--- config.mk ---
export PLATFORM = sky130hd
export DESIGN_NAME = fp_stft_framer
export DESIGN_NICKNAME = d
export VERILOG_FILES = /design/src/rtl/fp_stft_framer.sv
export SDC_FILE = /design/constraint.sdc
export NUM_CORES = 1
export LEC_CHECK = 0
export CAP_MARGIN = 15
export CORE_MARGIN = 8
export CORE_UTILIZATION = 45
export DETAILED_ROUTE_END_ITERATION = 8
export PLACE_DENSITY = 0.82
export SYNTH_ARGS = -nofsm -noshare
export SYNTH_HDL_FRONTEND = slang
export SYNTH_SLANG_ARGS = --single-unit
--- constraint.sdc ---
create_clock -name clk -period 2.95 [get_ports clk]
set_clock_uncertainty 0.05 [all_clocks]
set_input_delay 0.59 -clock clk [delete_from_list [all_inputs] [get_ports clk]]
set_output_delay 0.59 -clock clk [all_outputs]
set_load 0.01 [all_outputs]
--- src/rtl/fp_stft_framer.sv ---
// Frame sequencer ahead of the FP32 STFT datapath: keeps the last W samples in a
// circular store and, once per HOP new samples, emits a W-sample frame paired with window coefficients.
module fp_stft_framer #(
   parameter int W   = 4,
   parameter int HOP = 4
) (
   input  logic                 clk,
   input  logic                 rst_n,
   input  logic [31:0]          in_data,
   input  logic                 in_valid,
   output logic                 in_ready,
   output logic [$clog2(W)-1:0] win_index,
   input  logic [31:0]          win_re,
   input  logic [31:0]          win_im,
   input  logic                 win_valid,
   output logic [31:0]          out_data,
   output logic [31:0]          out_re_w,
   output logic [31:0]          out_im_w,
   output logic [$clog2(W)-1:0] out_index,
   output logic                 out_first,
   output logic                 out_last,
   output logic                 out_valid,
   input  logic                 out_ready
);

   localparam int AW = $clog2(W);
   localparam int NW = AW + 1;

   typedef enum logic [1:0] {FILL, EMIT, DRAIN} state_t;

   state_t          state, state_nx;
   logic            run;
   logic [AW-1:0]   wr_ptr, base, k, rd_addr;
   logic [NW-1:0]   need;
   logic [31:0]     mem [W];
   logic            accept, load, drain_done;

   assign rd_addr = base + k;

   always_comb begin
      // NOTE: every signal written here gets a default first so no path leaves
      // it unassigned, which would otherwise infer a latch.
      state_nx   = state;
      accept     = 1'b0;
      load       = 1'b0;
      drain_done = 1'b0;
      in_ready   = 1'b0;
      win_index  = '0;
      unique case (state)
         FILL: begin
            // run keeps in_ready low during reset and for the first cycle after it.
            in_ready = run;
            accept   = in_valid & run;
            if (accept && need == NW'(1)) state_nx = EMIT;
         end
         EMIT: begin
            win_index = k;
            load      = win_valid & (!out_valid | out_ready);
            if (load && k == AW'(W - 1)) state_nx = DRAIN;
         end
         DRAIN: begin
            drain_done = out_valid & out_ready;
            if (drain_done) state_nx = FILL;
         end
         default: state_nx = FILL;
      endcase
   end

   // NOTE: sequential state uses non-blocking assignments only, so every
   // register samples pre-edge values regardless of block ordering.
   always_ff @(posedge clk or negedge rst_n) begin
      if (!rst_n) state <= FILL;
      else        state <= state_nx;
   end

   always_ff @(posedge clk or negedge rst_n) begin
      if (!rst_n) begin
         run    <= 1'b0;
         wr_ptr <= '0;
         need   <= NW'(W);
         base   <= '0;
         k      <= '0;
      end else begin
         run <= 1'b1;
         if (accept) begin
            wr_ptr <= wr_ptr + 1'b1;
            need   <= need - 1'b1;
            // The slot after the newest sample holds the oldest one of the frame.
            if (need == NW'(1)) begin
               base <= wr_ptr + 1'b1;
               k    <= '0;
            end
         end
         if (load)       k    <= k + 1'b1;
         if (drain_done) need <= NW'(HOP);
      end
   end

   // NOTE: the sample store is deliberately not reset; wr_ptr/need already make
   // stale contents unreachable, and a reset-free array maps onto plain RAM.
   always_ff @(posedge clk) begin
      if (accept) mem[wr_ptr] <= in_data;
   end

   always_ff @(posedge clk or negedge rst_n) begin
      if (!rst_n) begin
         out_data  <= '0;
         out_re_w  <= '0;
         out_im_w  <= '0;
         out_index <= '0;
         out_first <= 1'b0;
         out_last  <= 1'b0;
         out_valid <= 1'b0;
      end else if (load) begin
         out_data  <= mem[rd_addr];
         out_re_w  <= win_re;
         out_im_w  <= win_im;
         out_index <= k;
         out_first <= (k == '0);
         out_last  <= (k == AW'(W - 1));
         out_valid <= 1'b1;
      end else if (out_valid && out_ready) begin
         out_valid <= 1'b0;
      end
   end

endmodule

==> summary by stage <==
Status
The flow ran to the end, and the final reports show no timing, DRC or antenna violations.

Clock tree
The post-cts resize count is 0. The clock reaches the later pin of the worst-skew pair after 510 ps. In this run the number of H-tree levels came out at 1. The clock root buffer master is sky130_fd_sc_hd__clkbuf_16. TritonCTS built the clock tree. The count of hold-fix buffers inserted at cts is 1. The number of setup buffers added after CTS is 0. Counting along the longest clock path gives a buffer depth of 3. Counting every sink on the clock net gives 241. In this run, CTS created clock tree buffers numbering 24. After clock tree synthesis, the clock-pin slew on the worst setup and hold paths is 60 ps.

Yosys
Synthesis handed over a netlist of 454 instances. The average footprint of a synthesized cell is 20.07 um2. Counting every net in the synthesized netlist gives 564. The number of distinct library cells after synthesis is 31. In this run, synthesis produced a sequential element count of 241. The fraction of the yosys area taken by sequential cells is 0.7325. The share of synthesized area in the top cell type comes to 0.4219. Yosys attributes the largest share of cell area to sky130_fd_sc_hd__edfxtp_1 42%, sky130_fd_sc_hd__dfrtp_1 31%, sky130_fd_sc_hd__mux2_2 12%, sky130_fd_sc_hd__mux4_1 7.2%, sky130_fd_sc_hd__mux4_2 1.7%. The biggest area consumer among synthesized cells is sky130_fd_sc_hd__edfxtp_1. The most frequently used flop master after synthesis is sky130_fd_sc_hd__edfxtp_1. For this run, the number of Yosys warnings is 0. The share of synthesized flip-flops with an asynchronous set or reset is 0.4689. The synthesized design contains 128 enable-type register cells. The combined area of all synthesized cells is 9110 um2.

Setup path
The worst reg-to-reg setup slack is 610 ps. The critical path goes through and2b_1 -> and2_1 -> clkdlybuf4s50_1. For the worst setup path, the data arrival time is 1970 ps.

In this run the critical register-to-register path is captured at out_data[8]. The required arrival time at the worst endpoint is 2310 ps. In this run the critical register-to-register path is launched from base[0]. The critical-path cell with the highest stage delay is sky130_fd_sc_hd__clkdlybuf4s50_1. The worst setup path is captured at an output pin. The element type at the critical path start is a flop. In this design, the stage delay of the slowest critical-path cell is 570 ps. The worst setup path category is flop to output pin. The depth of the worst register-to-register path is 6.

The top fanout value on the critical path is 6. The combined buffer and inverter count along the critical path is 1. On the critical path the largest part of the delay comes from buffers and inverters.

Die
The I/O pin count is 205. The initial core utilization is 0.4546. The die extent in x is 158.3 um. The area of the core is 20040 um2. The number of rows created at floorplan is 52. The die covers 25050 um2.

In this run the vertical extent of the chip is 158.3 um.

Global routing
The initial antenna violation count is 0. Across every metal layer, demand over resource in global routing totals 0.1564. The remaining global-route overflow is 0.

Entering global routing, the biggest net connects 70 pins. The first-pass GRT wire length is 30190 um. The via count of the first global-routing pass was 5315.

Finish
The net count of the finished layout is 789. At the end of the flow the core is filled with cells to 0.6176. The ratio of cells with drive above 1 in the final layout is 0.2353.

The layout overhead on the synthesized area is 35.85%. The layout filler cell count is 1470. The count of placed standard cells in the final layout, fillers left out is 967.

Across the whole layout, storage elements account for 6673 um2. The multi-input combinational cells in the finished layout cover a total of 2333 um2. The antenna cell count is 0.

Timing
The headroom to the max-slew limit is 0.5167. The max-slew violation total from the final report is 0. For the final routed database, the setup TNS stands at 0 ps. Setup repair after global routing left no endpoint under its margin. Setup violations remaining at the end of the flow were counted as 0. At the pin with the least slew margin, the transition time is 721.4 ps. The minimum clock period is 2614 ps. Of the available clock period, the critical path in the final layout requires 0.8861. The hold violation total from the final report is 0. Setup slack closes at 336.1 ps. Based on the critical path, the design can be clocked at up to 382.6 MHz.

Power
The share of total power dissipated in sequential elements is 0.405. The worst supply voltage drop on vdd is 523.9 uV. Of the total power, the clock network draws 0.250. The internal power summed over all cells is 8521 uW. The standby leakage power is 0.004745 uW.

The switching power is 3190 uW. The power density over the cells is 946.3 nW/um2. The switching power as a share of total power is 0.2724. The combinational power share is 0.346.

Place
The post-DP HPWL is 14370 um. Timing analysis after detailed placement gives a worst setup slack of 421.8 ps. Buffers placed on the I/O ports in this run total 204.

In this run, placement finished with an instance count of 922. The congestion estimate from routability-driven global placement came to 0.8606.

Routing
The iteration-0 DRC count of the detailed router is 158. Dividing the detail-routed wire length by the instance count gives 20.75 um. The first detailed-routing pass took 4 iterations.

The total vias in the final route is 4893. In the routed layout, each cell is associated on average with a via count of 5.060. The final layout contains routed wiring with a total length of 20070 um. The number of remaining DRC errors is 0.

The final antenna-violating net count is 0.

Worst hold path
In this run the worst hold path is classified as flop to flop. The worst hold path terminates at out_index[0]. The worst hold path stage count is 2. The worst hold path begins at out_index[0].

Flow run
The max-cap violation count is 0.
metal layers:
metal | wire, um | vias to the layer above | GRT usage
li1 | - | 2211 | -
met1 | 7851 | 2462 | 0.1871
met2 | 9997 | 193 | 0.2719
met4 | 308 | 0 | 0.04535
met3 | 1907 | 27 | 0.04316
met5 | 0 | - | 0
placed cells by master (no fill, tap or decap), types with 2 or more instances in the layout:
cell type,n
sky130_fd_sc_hd__clkdlybuf4s50_1,203
sky130_fd_sc_hd__edfxtp_1,128
sky130_fd_sc_hd__dfrtp_1,112
sky130_fd_sc_hd__mux2_2,99
sky130_fd_sc_hd__clkbuf_16,26
sky130_fd_sc_hd__mux4_1,25
sky130_fd_sc_hd__o21ai_0,10
sky130_fd_sc_hd__ha_1,8
sky130_fd_sc_hd__inv_1,7
sky130_fd_sc_hd__nand2_1,7
sky130_fd_sc_hd__mux4_2,7
sky130_fd_sc_hd__nand3_1,7
sky130_fd_sc_hd__clkbuf_1,7
sky130_fd_sc_hd__buf_4,7
sky130_fd_sc_hd__buf_12,7
sky130_fd_sc_hd__clkinv_2,5
sky130_fd_sc_hd__and2_2,4
sky130_fd_sc_hd__and2_1,3
sky130_fd_sc_hd__nor2b_1,2
synthesized netlist by cell type (all sizes together), types with 2 or more instances:
library cell	count
o21ai	10
xnor2	2
edfxtp	128
inv	7
nand3	8
nor2b	2
ha	9
mux2	99
dfrtp	112
and2	7
mux4	32
clkbuf	2
buf	17
nand2	7
final cells by class:
class,instances,share of cell area
sequential,241,0.5392
multi-input combinational,187,0.1886
timing repair buffer,218,0.1806
clock buffer,35,0.05642
tap,270,0.02730
clock inverter,9,0.005864
inverter,7,0.002123
flip-flops by register name, summed over array words and instances (netlist names), 3 cells and up:
register	flops
out_data	32
out_im_w	32
out_re_w	32
mem	128
need	3
power groups by stage:
| stage | Sequential [uW] | Combinational, uW | Clock [uW] |
|---|---|---|---|
| floorplan | 5050 | 1670 | 0 |
| global placement | 4760 | 4020 | 0 |
| detailed placement | 4810 | 4140 | 0 |
| CTS | 4750 | 4160 | 3000 |
| global route | 4850 | 4340 | 3160 |
| finish | 4740 | 4050 | 2920 |
metrics by stage:
stage	total power (uW)	area, um2	hold slack, ps
floorplan	6725	9110	244.4
global placement	8789	11590	420.8
detailed placement	8948	11590	434.8
CTS	11910	12380	448.6
global route	12350	12380	469.7
finish	11710	12380	442.4
worst max path at each step:
stage                   end     start  cells after the start
4_1_cts        win_index[0]  state[1]                      3
6_report       win_index[0]  state[1]                      3
5_1_grt        win_index[0]  state[1]                      3
2_1_floorplan     mem[0][0]  in_valid                      3
3_3_place_gp     mem[0][28]  in_valid                      5
3_5_place_dp      mem[0][1]  in_valid                      5
kinds of logic after synthesis:
group / count (synthesis) / synth area share
DFF: 241 / 0.7325
adders and majority gates: 9 / 0.01236
and+or+nand+nor: 30 / 0.01854
xor gates and xnor gates: 3 / 0.002885
muxes: 131 / 0.2118
buffers and inverters: 26 / 0.01387
AOI/OAI and AO/OA: 13 / 0.007692
other: 1 / 0.0004116
worst register-to-register path: stages (launching register included):
cell,delay (ps)
sky130_fd_sc_hd__dfrtp_1,390
sky130_fd_sc_hd__ha_2,190
sky130_fd_sc_hd__xor2_1,160
sky130_fd_sc_hd__xnor2_2,580
sky130_fd_sc_hd__buf_12,260
sky130_fd_sc_hd__mux4_2,330
sky130_fd_sc_hd__mux2_2,280
Note: power is estimated with default switching activity, not from simulation.
